<file path="config.mk">
export PLATFORM = sky130hd
export DESIGN_NAME = multicycle_ctrl
export DESIGN_NICKNAME = d
export VERILOG_FILES = /design/src/rtl/mips_pkg.sv /design/src/rtl/multicycle_ctrl.sv
export SDC_FILE = /design/constraint.sdc
export NUM_CORES = 1
export LEC_CHECK = 0
export CAP_MARGIN = 10
export CORE_ASPECT_RATIO = 0.9
export CORE_MARGIN = 10
export CORE_UTILIZATION = 41
export DETAILED_ROUTE_END_ITERATION = 16
export HOLD_SLACK_MARGIN = 0.12
export PLACE_DENSITY = 0.9
export SLEW_MARGIN = 0
export SYNTH_ARGS = -nofsm -noshare
export SYNTH_HDL_FRONTEND = slang
export SYNTH_SLANG_ARGS = --single-unit
</file>
<file path="constraint.sdc">
create_clock -name clk -period 1.9 [get_ports clk]
set_input_delay 0.57 -clock clk [delete_from_list [all_inputs] [get_ports clk]]
set_output_delay 0.57 -clock clk [all_outputs]
set_load 0.01 [all_outputs]
</file>
<file path="src/rtl/mips_pkg.sv">
// ---------------------------------------------------------------------------
// mips_pkg
//   Shared constants for the multi-cycle MIPS control path.
//   Contents:
//     OP_*          6-bit primary opcodes recognised by the controller
//     ALUOP_*       2-bit ALUOp encodings consumed by the ALU control decoder
//     ctrl_state_t  state encoding of the main control FSM
//     is_supported  true when an opcode is one the controller can sequence
// ---------------------------------------------------------------------------
package mips_pkg;

  localparam logic [5:0] OP_RTYPE = 6'b000000;
  localparam logic [5:0] OP_LW    = 6'b100011;
  localparam logic [5:0] OP_SW    = 6'b101011;
  localparam logic [5:0] OP_BEQ   = 6'b000100;
  localparam logic [5:0] OP_J     = 6'b000010;
  localparam logic [5:0] OP_ADDI  = 6'b001000;

  localparam logic [1:0] ALUOP_ADD   = 2'b00;
  localparam logic [1:0] ALUOP_SUB   = 2'b01;
  localparam logic [1:0] ALUOP_FUNCT = 2'b10;

  // Codes 12..15 are unused; the controller treats them as a recovery path.
  typedef enum logic [3:0] {
    S_FETCH  = 4'd0,
    S_DECODE = 4'd1,
    S_MEMADR = 4'd2,
    S_MEMRD  = 4'd3,
    S_MEMWB  = 4'd4,
    S_MEMWR  = 4'd5,
    S_EXEC   = 4'd6,
    S_RWB    = 4'd7,
    S_IEXEC  = 4'd8,
    S_IWB    = 4'd9,
    S_BRANCH = 4'd10,
    S_JUMP   = 4'd11
  } ctrl_state_t;

  function automatic logic is_supported(input logic [5:0] op);
    case (op)
      OP_RTYPE, OP_LW, OP_SW, OP_BEQ, OP_J, OP_ADDI: is_supported = 1'b1;
      default:                                      is_supported = 1'b0;
    endcase
  endfunction

endpackage

</file>
<file path="src/rtl/multicycle_ctrl.sv">
// ---------------------------------------------------------------------------
// multicycle_ctrl
//   Main control FSM of the multi-cycle MIPS datapath. Sequences fetch,
//   decode, execute, memory and writeback cycles for R-type, LW, SW, BEQ,
//   J and ADDI, stalling on the memory ready handshake.
//   Ports:
//     clk, rst_n     clock (rising edge), asynchronous active-low reset
//     opcode         IR[31:26], valid from DECODE onward
//     mem_ready      memory finished the current access this cycle
//     PCWrite, PCWriteCond, IorD, MemRead, MemWrite, MemtoReg, IRWrite,
//     PCSource, ALUOp, ALUSrcA, ALUSrcB, RegWrite, RegDst
//                    datapath selects and write enables
//     instr_done     pulse in the final cycle of each instruction
//     illegal_op     pulse in DECODE when the opcode is unsupported
// ---------------------------------------------------------------------------
module multicycle_ctrl
  import mips_pkg::*;
(
  input  logic       clk,
  input  logic       rst_n,
  input  logic [5:0] opcode,
  input  logic       mem_ready,
  output logic       PCWrite,
  output logic       PCWriteCond,
  output logic       IorD,
  output logic       MemRead,
  output logic       MemWrite,
  output logic       MemtoReg,
  output logic       IRWrite,
  output logic [1:0] PCSource,
  output logic [1:0] ALUOp,
  output logic       ALUSrcA,
  output logic [1:0] ALUSrcB,
  output logic       RegWrite,
  output logic       RegDst,
  output logic       instr_done,
  output logic       illegal_op
);

  ctrl_state_t state;
  ctrl_state_t next_state;

  // State register
  always_ff @(posedge clk or negedge rst_n) begin
    if (!rst_n) begin
      state <= S_FETCH;
    end else begin
      state <= next_state;
    end
  end

  // Next-state decoder
  always_comb begin
    next_state = S_FETCH;
    case (state)
      S_FETCH:  next_state = mem_ready ? S_DECODE : S_FETCH;
      S_DECODE: begin
        case (opcode)
          OP_LW, OP_SW: next_state = S_MEMADR;
          OP_RTYPE:     next_state = S_EXEC;
          OP_BEQ:       next_state = S_BRANCH;
          OP_J:         next_state = S_JUMP;
          OP_ADDI:      next_state = S_IEXEC;
          default:      next_state = S_FETCH;
        endcase
      end
      // Only LW and SW reach MEMADR, so anything other than LW is a store.
      S_MEMADR: next_state = (opcode == OP_LW) ? S_MEMRD : S_MEMWR;
      S_MEMRD:  next_state = mem_ready ? S_MEMWB : S_MEMRD;
      S_MEMWB:  next_state = S_FETCH;
      S_MEMWR:  next_state = mem_ready ? S_FETCH : S_MEMWR;
      S_EXEC:   next_state = S_RWB;
      S_RWB:    next_state = S_FETCH;
      S_IEXEC:  next_state = S_IWB;
      S_IWB:    next_state = S_FETCH;
      S_BRANCH: next_state = S_FETCH;
      S_JUMP:   next_state = S_FETCH;
      default:  next_state = S_FETCH;
    endcase
  end

  // Output decoder. Mostly Moore; the fetch writes and the store commit
  // follow mem_ready so nothing is written until memory has responded.
  // During reset the register already reads FETCH, so only the write
  // enables and pulses need forcing low to keep the datapath untouched.
  always_comb begin
    PCWrite     = 1'b0;
    PCWriteCond = 1'b0;
    IorD        = 1'b0;
    MemRead     = 1'b0;
    MemWrite    = 1'b0;
    MemtoReg    = 1'b0;
    IRWrite     = 1'b0;
    PCSource    = 2'b00;
    ALUOp       = ALUOP_ADD;
    ALUSrcA     = 1'b0;
    ALUSrcB     = 2'b00;
    RegWrite    = 1'b0;
    RegDst      = 1'b0;
    instr_done  = 1'b0;
    illegal_op  = 1'b0;
    case (state)
      S_FETCH: begin
        MemRead = 1'b1;
        ALUSrcB = 2'b01;
        IRWrite = mem_ready;
        PCWrite = mem_ready;
      end
      S_DECODE: begin
        ALUSrcB    = 2'b11;
        illegal_op = !is_supported(opcode);
      end
      S_MEMADR: begin
        ALUSrcA = 1'b1;
        ALUSrcB = 2'b10;
      end
      S_MEMRD: begin
        MemRead = 1'b1;
        IorD    = 1'b1;
      end
      S_MEMWB: begin
        RegWrite   = 1'b1;
        MemtoReg   = 1'b1;
        instr_done = 1'b1;
      end
      S_MEMWR: begin
        IorD       = 1'b1;
        MemWrite   = mem_ready;
        instr_done = mem_ready;
      end
      S_EXEC: begin
        ALUSrcA = 1'b1;
        ALUOp   = ALUOP_FUNCT;
      end
      S_RWB: begin
        RegWrite   = 1'b1;
        RegDst     = 1'b1;
        instr_done = 1'b1;
      end
      S_IEXEC: begin
        ALUSrcA = 1'b1;
        ALUSrcB = 2'b10;
      end
      S_IWB: begin
        RegWrite   = 1'b1;
        instr_done = 1'b1;
      end
      S_BRANCH: begin
        ALUSrcA     = 1'b1;
        ALUOp       = ALUOP_SUB;
        PCWriteCond = 1'b1;
        PCSource    = 2'b01;
        instr_done  = 1'b1;
      end
      S_JUMP: begin
        PCWrite    = 1'b1;
        PCSource   = 2'b10;
        instr_done = 1'b1;
      end
      default: begin
      end
    endcase
    if (!rst_n) begin
      PCWrite     = 1'b0;
      PCWriteCond = 1'b0;
      IRWrite     = 1'b0;
      MemWrite    = 1'b0;
      RegWrite    = 1'b0;
      instr_done  = 1'b0;
      illegal_op  = 1'b0;
    end
  end

endmodule

</file>
### Word level (Yosys, flattened, before mapping)

Index checks and enable logic that the tools add are counted.

| word-level totals | value |
|---|---|
| flip-flop bits (word level) | 4 |
| bits of input ports | 9 |
| logic and storage cells | 58 |

| cells by class | value |
|---|---|
| equality and inequality tests | 16 |
| multiplexer cells | 30 |
| reductions and logical operators | 11 |

Operator list:

| operator | number |
|---|---|
| $pmux W4 S7 | 1 |
| $mux W1 | 20 |
| $pmux W4 S5 | 1 |
| $eq A4 B3 Y1 const B | 4 |
| $eq A4 B4 Y1 const B | 4 |
| $eq A6 B6 Y1 const B | 2 |
| $mux W3 | 3 |
| $eq A4 B2 Y1 const B | 2 |
| $pmux W2 S2 | 2 |
| $reduce_or A2 Y1 | 4 |
| $eq A6 B2 Y1 const B | 1 |
| $eq A6 B3 Y1 const B | 1 |
| $eq A6 B4 Y1 const B | 1 |
| $logic_not A6 Y1 | 1 |
| $pmux W2 S3 | 1 |
| $reduce_or A6 Y1 | 1 |
| $reduce_or A5 Y1 | 1 |
| $eq A4 B1 Y1 const B | 1 |
| $logic_not A4 Y1 | 1 |
| $pmux W1 S2 | 2 |
| $reduce_or A4 Y1 | 1 |
| $reduce_or A3 Y1 | 1 |
| $logic_not A1 Y1 | 1 |

### Longest topological paths before layout

| logic depth | value |
|---|---|
| word-level depth | 7 |
| gate-level depth with buffers | 5 |

### Least setup slack after synthesis

Ideal clock, no wire load.

| timing | value |
|---|---|
| path type | input port to output port |
| start point | input port opcode[3] |
| end point | output port illegal_op |
| arrival | 1371 ps |
| data required time | 1330 ps |
| path slack | -41 ps |
| stages | 3 |
| path buffers | 0 |
| cell sequence | xor2_1 o211a_1 nor4_1 |

| on the way | value |
|---|---|
| longest elaborated chain between the ends | 7 |

Ends and longest elaborated chain:

| what | RTL line | text |
|---|---|---|
| start: declaration | multicycle_ctrl.sv:21 | `input logic [5:0] opcode,` |
| $eq A6 B6 Y1 (tied with other cells) | mips_pkg.sv:40 | `case (op)` |
| $reduce_or A6 Y1 * | mips_pkg.sv:40 |  |
| $mux W1 * | mips_pkg.sv:40 |  |
| $mux W1 * | multicycle_ctrl.sv:102 | `case (state)` |
| $logic_not A1 Y1 * | multicycle_ctrl.sv:111 | `illegal_op = !is_supported(opcode);` |
| $mux W1 * | multicycle_ctrl.sv:102 |  |
| $mux W1 * | multicycle_ctrl.sv:163 | `if (!rst_n) begin` |
| end: declaration | multicycle_ctrl.sv:37 | `output logic illegal_op` |

Every way passes the cells marked *; elsewhere a longest branch is shown, timed or not. The select of a mux whose other input is x is not followed.

### Worst setup path in the final report

| timing | value |
|---|---|
| start point | register state[0] |
| end point | output port instr_done |

| on the way | value |
|---|---|
| longest elaborated chain between the ends | 4 |

Ends and longest elaborated chain:

| what | RTL line | text |
|---|---|---|
| start: declaration | multicycle_ctrl.sv:40 | `ctrl_state_t state;` |
| start signal: assignment | multicycle_ctrl.sv:48 | `state <= next_state;` |
| $eq A4 B4 Y1 / $eq A4 B3 Y1 (equally long branches) | multicycle_ctrl.sv:102 |  |
| $reduce_or A5 Y1 (no line) | n/a |  |
| $pmux W1 S2 * | multicycle_ctrl.sv:102 |  |
| $mux W1 * | multicycle_ctrl.sv:163 |  |
| end: declaration | multicycle_ctrl.sv:36 | `output logic instr_done,` |

Every way passes the cells marked *; elsewhere a longest branch is shown, timed or not.

==> key figures <==
Outcome
  – Status: complete, but fails checks
  – Failing checks: setup timing

Worst setup path
  – Series of cell instances along the critical path: buf_6 -> nor3b_4 -> o32ai_2 -> and2_4 -> buf_6
  – Worst path required time: 1330 ps
  – Type of the worst setup path: flop to primary output
  – Critical path capture point type: primary output
  – Internal reg-to-reg setup slack: 150 ps
  – Cell family with most CP delay: flip-flops
  – Crit path to: instr_done
  – Startpoint types: flop
  – Reg-to-reg critical path endpoint: state[2]$_DFF_PN0_
  – Library cell appearing most often on the critical path: sky130_fd_sc_hd__buf_6
  – Critical path buffer and inverter count: 2
  – Worst Reg2Reg Path Length in Cells: 6
  – Launch point of the worst reg-to-reg path: state[2]$_DFF_PN0_
  – Data arrival time of the critical path: 1560 ps
  – Critical Path Slowest Stage Cell: sky130_fd_sc_hd__dfrtp_1
  – Crit. Startpoint: state[0]$_DFF_PN0_
  – Maximum cell stage delay along the critical path: 440 ps
  – Critical path depth: 5
  – Max Fanout on Critical Path: 7

Clock network
  – Clock insertion delay at the later pin of the skew report: 260 ps
  – Clock root cell: sky130_fd_sc_hd__clkbuf_4
  – Clock tree buffer depth: 2
  – Level count of the clock H-tree: 1
  – Clock-pin slew on the worst setup and hold paths: 50 ps
  – TritonCTS Buffers: 3
  – Clock tree from TritonCTS: done
  – CTS sink cnt: 4

Logic synthesis
  – Register bit count reported by yosys: 4
  – Syn Inst Count: 82
  – Mean instance size in the synthesized netlist: 7.49 µm²
  – Number of enable-type register cells in the synthesized netlist: 0
  – Synth area leader: sky130_fd_sc_hd__dfrtp_1
  – Number of nets in the synthesized netlist: 91
  – Proportion of synthesized chip area in sequential cells: 0.163
  – Yosys synthesis warning count: 0
  – Fraction of synthesized cell area taken by the top area cell type: 0.163
  – Most common cell in the netlist: sky130_fd_sc_hd__nor2_1
  – Leading register cell type out of synthesis: sky130_fd_sc_hd__dfrtp_1
  – Distinct cells, synth: 40
  – Share of synthesized flip-flops with an asynchronous set or reset: 1.00
  – Synthesized area: 614 µm²
  – Largest cells by area after synthesis: sky130_fd_sc_hd__dfrtp_1, sky130_fd_sc_hd__nor2_1, sky130_fd_sc_hd__and2_1

GRT
  – GRT overflow: 0
  – Largest net degree at the start of global routing: 9
  – Total routing resource utilization after global routing: 0.179
  – Antenna violations before repair: 0
  – Number of global-route vias before repair: 1,012
  – Wire length of the first global-routing pass: 4960 µm

STA
  – Post-route clock skew: 17.3 ps
  – Setup Viol. Count Final: 16
  – Total negative slack for setup checks: -1770 ps
  – Transition time at the pin with the least slew margin: 471 ps
  – Setup repair after global routing missed its margin: true
  – Max-slew violations: 0
  – Final hold violation count: 0
  – Fraction of the cycle the final worst path needs: 1.12
  – Worst slew margin relative to its limit: 0.678
  – Worst hold slack across all endpoints: 288 ps
  – Final WS setup: -233 ps
  – Fmax: 469 MHz
  – Minimum clock period: 2130 ps

Floorplan
  – Area inside the core boundary: 1430 µm²
  – Die height: 56.7 µm
  – Width of the die: 60.8 µm
  – Top-Level Pins: 27
  – Initial Utilization: 0.429
  – Num rows: 13
  – Die Footprint: 3450 µm²

Drt
  – Detailed Routing Iterations Pass 1: 4
  – Number of nets with antenna violations after detailed routing: 0
  – Post-detailed-route via-to-cell ratio: 6.73
  – Iter 0 DRT Violations: 59
  – Total wire length after detailed routing: 3940 µm
  – Final routed DRC violation total: 0
  – DR WL/cell: 24.5 µm
  – Total vias in the final route: 1,083

Power
  – Power density over the cells: 710 nW/µm²
  – Highest ir drop seen on vdd: 0.605 mV
  – Post-layout total power: 0.953 mW
  – Total leakage power: 0.676 nW

Final layout
  – Antenna fix cells: 0
  – Largest registers: state x4
  – Final non-filler cell total: 161
  – Register with the most flip-flops: state
  – Net count, final: 157
  – Number of flip-flops under the largest register name: 4
  – Share of the core filled with cells: 0.938
  – Fill cells: 48
  – Layout cell share with drive strength beyond 1: 0.705
  – Area growth syn-to-layout: 119%

Placed design
  – Placed insts: 145
  – Global placement routability congestion: 0.844
  – IO Port Bufs: 26
  – Post-DP HPWL: 1880 µm

Min path
  – Class of the tightest hold or removal check: primary input to async pin

Flow run
  – Max-Cap Viols: 0
-- power by group --
| part | internal, mW | switching [mW] |
|---|---|---|
| registers | 0.0985 | 0.0217 |
| clock network | 0.0716 | 0.0485 |
| logic | 0.360 | 0.352 |
-- cells by family (layout without fill, tap and decap cells) --
group           Yosys count  in the layout  share of synthesized area
simple gates             50             50                      0.481
xor+xnor                  3              3                     0.0550
flops                     4              4                      0.163
buf+inv                   7             71                     0.0774
compound gates           18             18                      0.224
-- layer usage --
layer  GRT usage  vias to the layer above  wire [µm]
met5           0                        -          0
met4       0.116                        0        318
met3      0.0629                       41        364
met2       0.287                      112       1820
met1       0.188                      495       1440
li1            -                      435          -
-- cell type report --
cell class              count  area [µm²]  share of cell area
well taps                  15        18.8              0.0140
multi-input cells          71         668               0.498
inverters                   2        7.51             0.00559
repair buffers             66         524               0.390
clock buffers               3        22.5              0.0168
flip-flops and latches      4         101              0.0755
-- per-stage QoR --
step / setup WS, ps / cell area (µm²)
after floorplan: 41.1 / 621
after global placement: -961 / 1060
after detailed placement: -1020 / 1060
after CTS: -201 / 1180
after global routing: -320 / 1340
final: -233 / 1340
-- cells in the final DEF (no fill, tap or decap), types with 2 or more instances in the layout --
cell type,netlist,final
sky130_fd_sc_hd__a21o_1,2,2
sky130_fd_sc_hd__and2_4,0,3
sky130_fd_sc_hd__and3_1,3,2
sky130_fd_sc_hd__and4b_1,2,2
sky130_fd_sc_hd__buf_2,2,15
sky130_fd_sc_hd__buf_4,1,26
sky130_fd_sc_hd__buf_6,2,19
sky130_fd_sc_hd__clkbuf_2,0,5
sky130_fd_sc_hd__clkbuf_4,0,3
sky130_fd_sc_hd__dfrtp_1,4,3
sky130_fd_sc_hd__nand2_1,4,3
sky130_fd_sc_hd__nand2b_4,0,4
sky130_fd_sc_hd__nand4_1,2,2
sky130_fd_sc_hd__nor2_1,12,5
sky130_fd_sc_hd__nor2_2,0,3
sky130_fd_sc_hd__nor2_4,0,4
sky130_fd_sc_hd__nor2b_1,3,2
sky130_fd_sc_hd__nor3_2,0,2
sky130_fd_sc_hd__o21ai_0,3,2
sky130_fd_sc_hd__or2_4,0,2
-- how the worst min path moves through the flow --
stage | to | cells after the start | startpoint | slack, ps
after floorplan | state[0]$_DFF_PN0_ | 0 | rst_n | 270
after global placement | state[0]$_DFF_PN0_ | 3 | state[2]$_DFF_PN0_ | 720
after detailed placement | state[0]$_DFF_PN0_ | 3 | state[2]$_DFF_PN0_ | 720
after CTS | state[0]$_DFF_PN0_ | 2 | rst_n | 380
after global routing | state[0]$_DFF_PN0_ | 2 | rst_n | 290
final | state[0]$_DFF_PN0_ | 2 | rst_n | 290
-- worst reg2reg max path, cell delays in order (launching register included) --
cell	delay, ps
sky130_fd_sc_hd__dfrtp_1	410
sky130_fd_sc_hd__buf_6	170
sky130_fd_sc_hd__buf_4	130
sky130_fd_sc_hd__buf_4	140
sky130_fd_sc_hd__and4b_1	190
sky130_fd_sc_hd__a211o_1	290
sky130_fd_sc_hd__a221o_1	300
-- timing repair --
item,CTS,global route
pin swaps,14,17
setup buffers,6,7
resized for setup,126,40
setup endpoints to repair,18,16
hold buffers,0,0
Power figures use the tool's default switching activity.
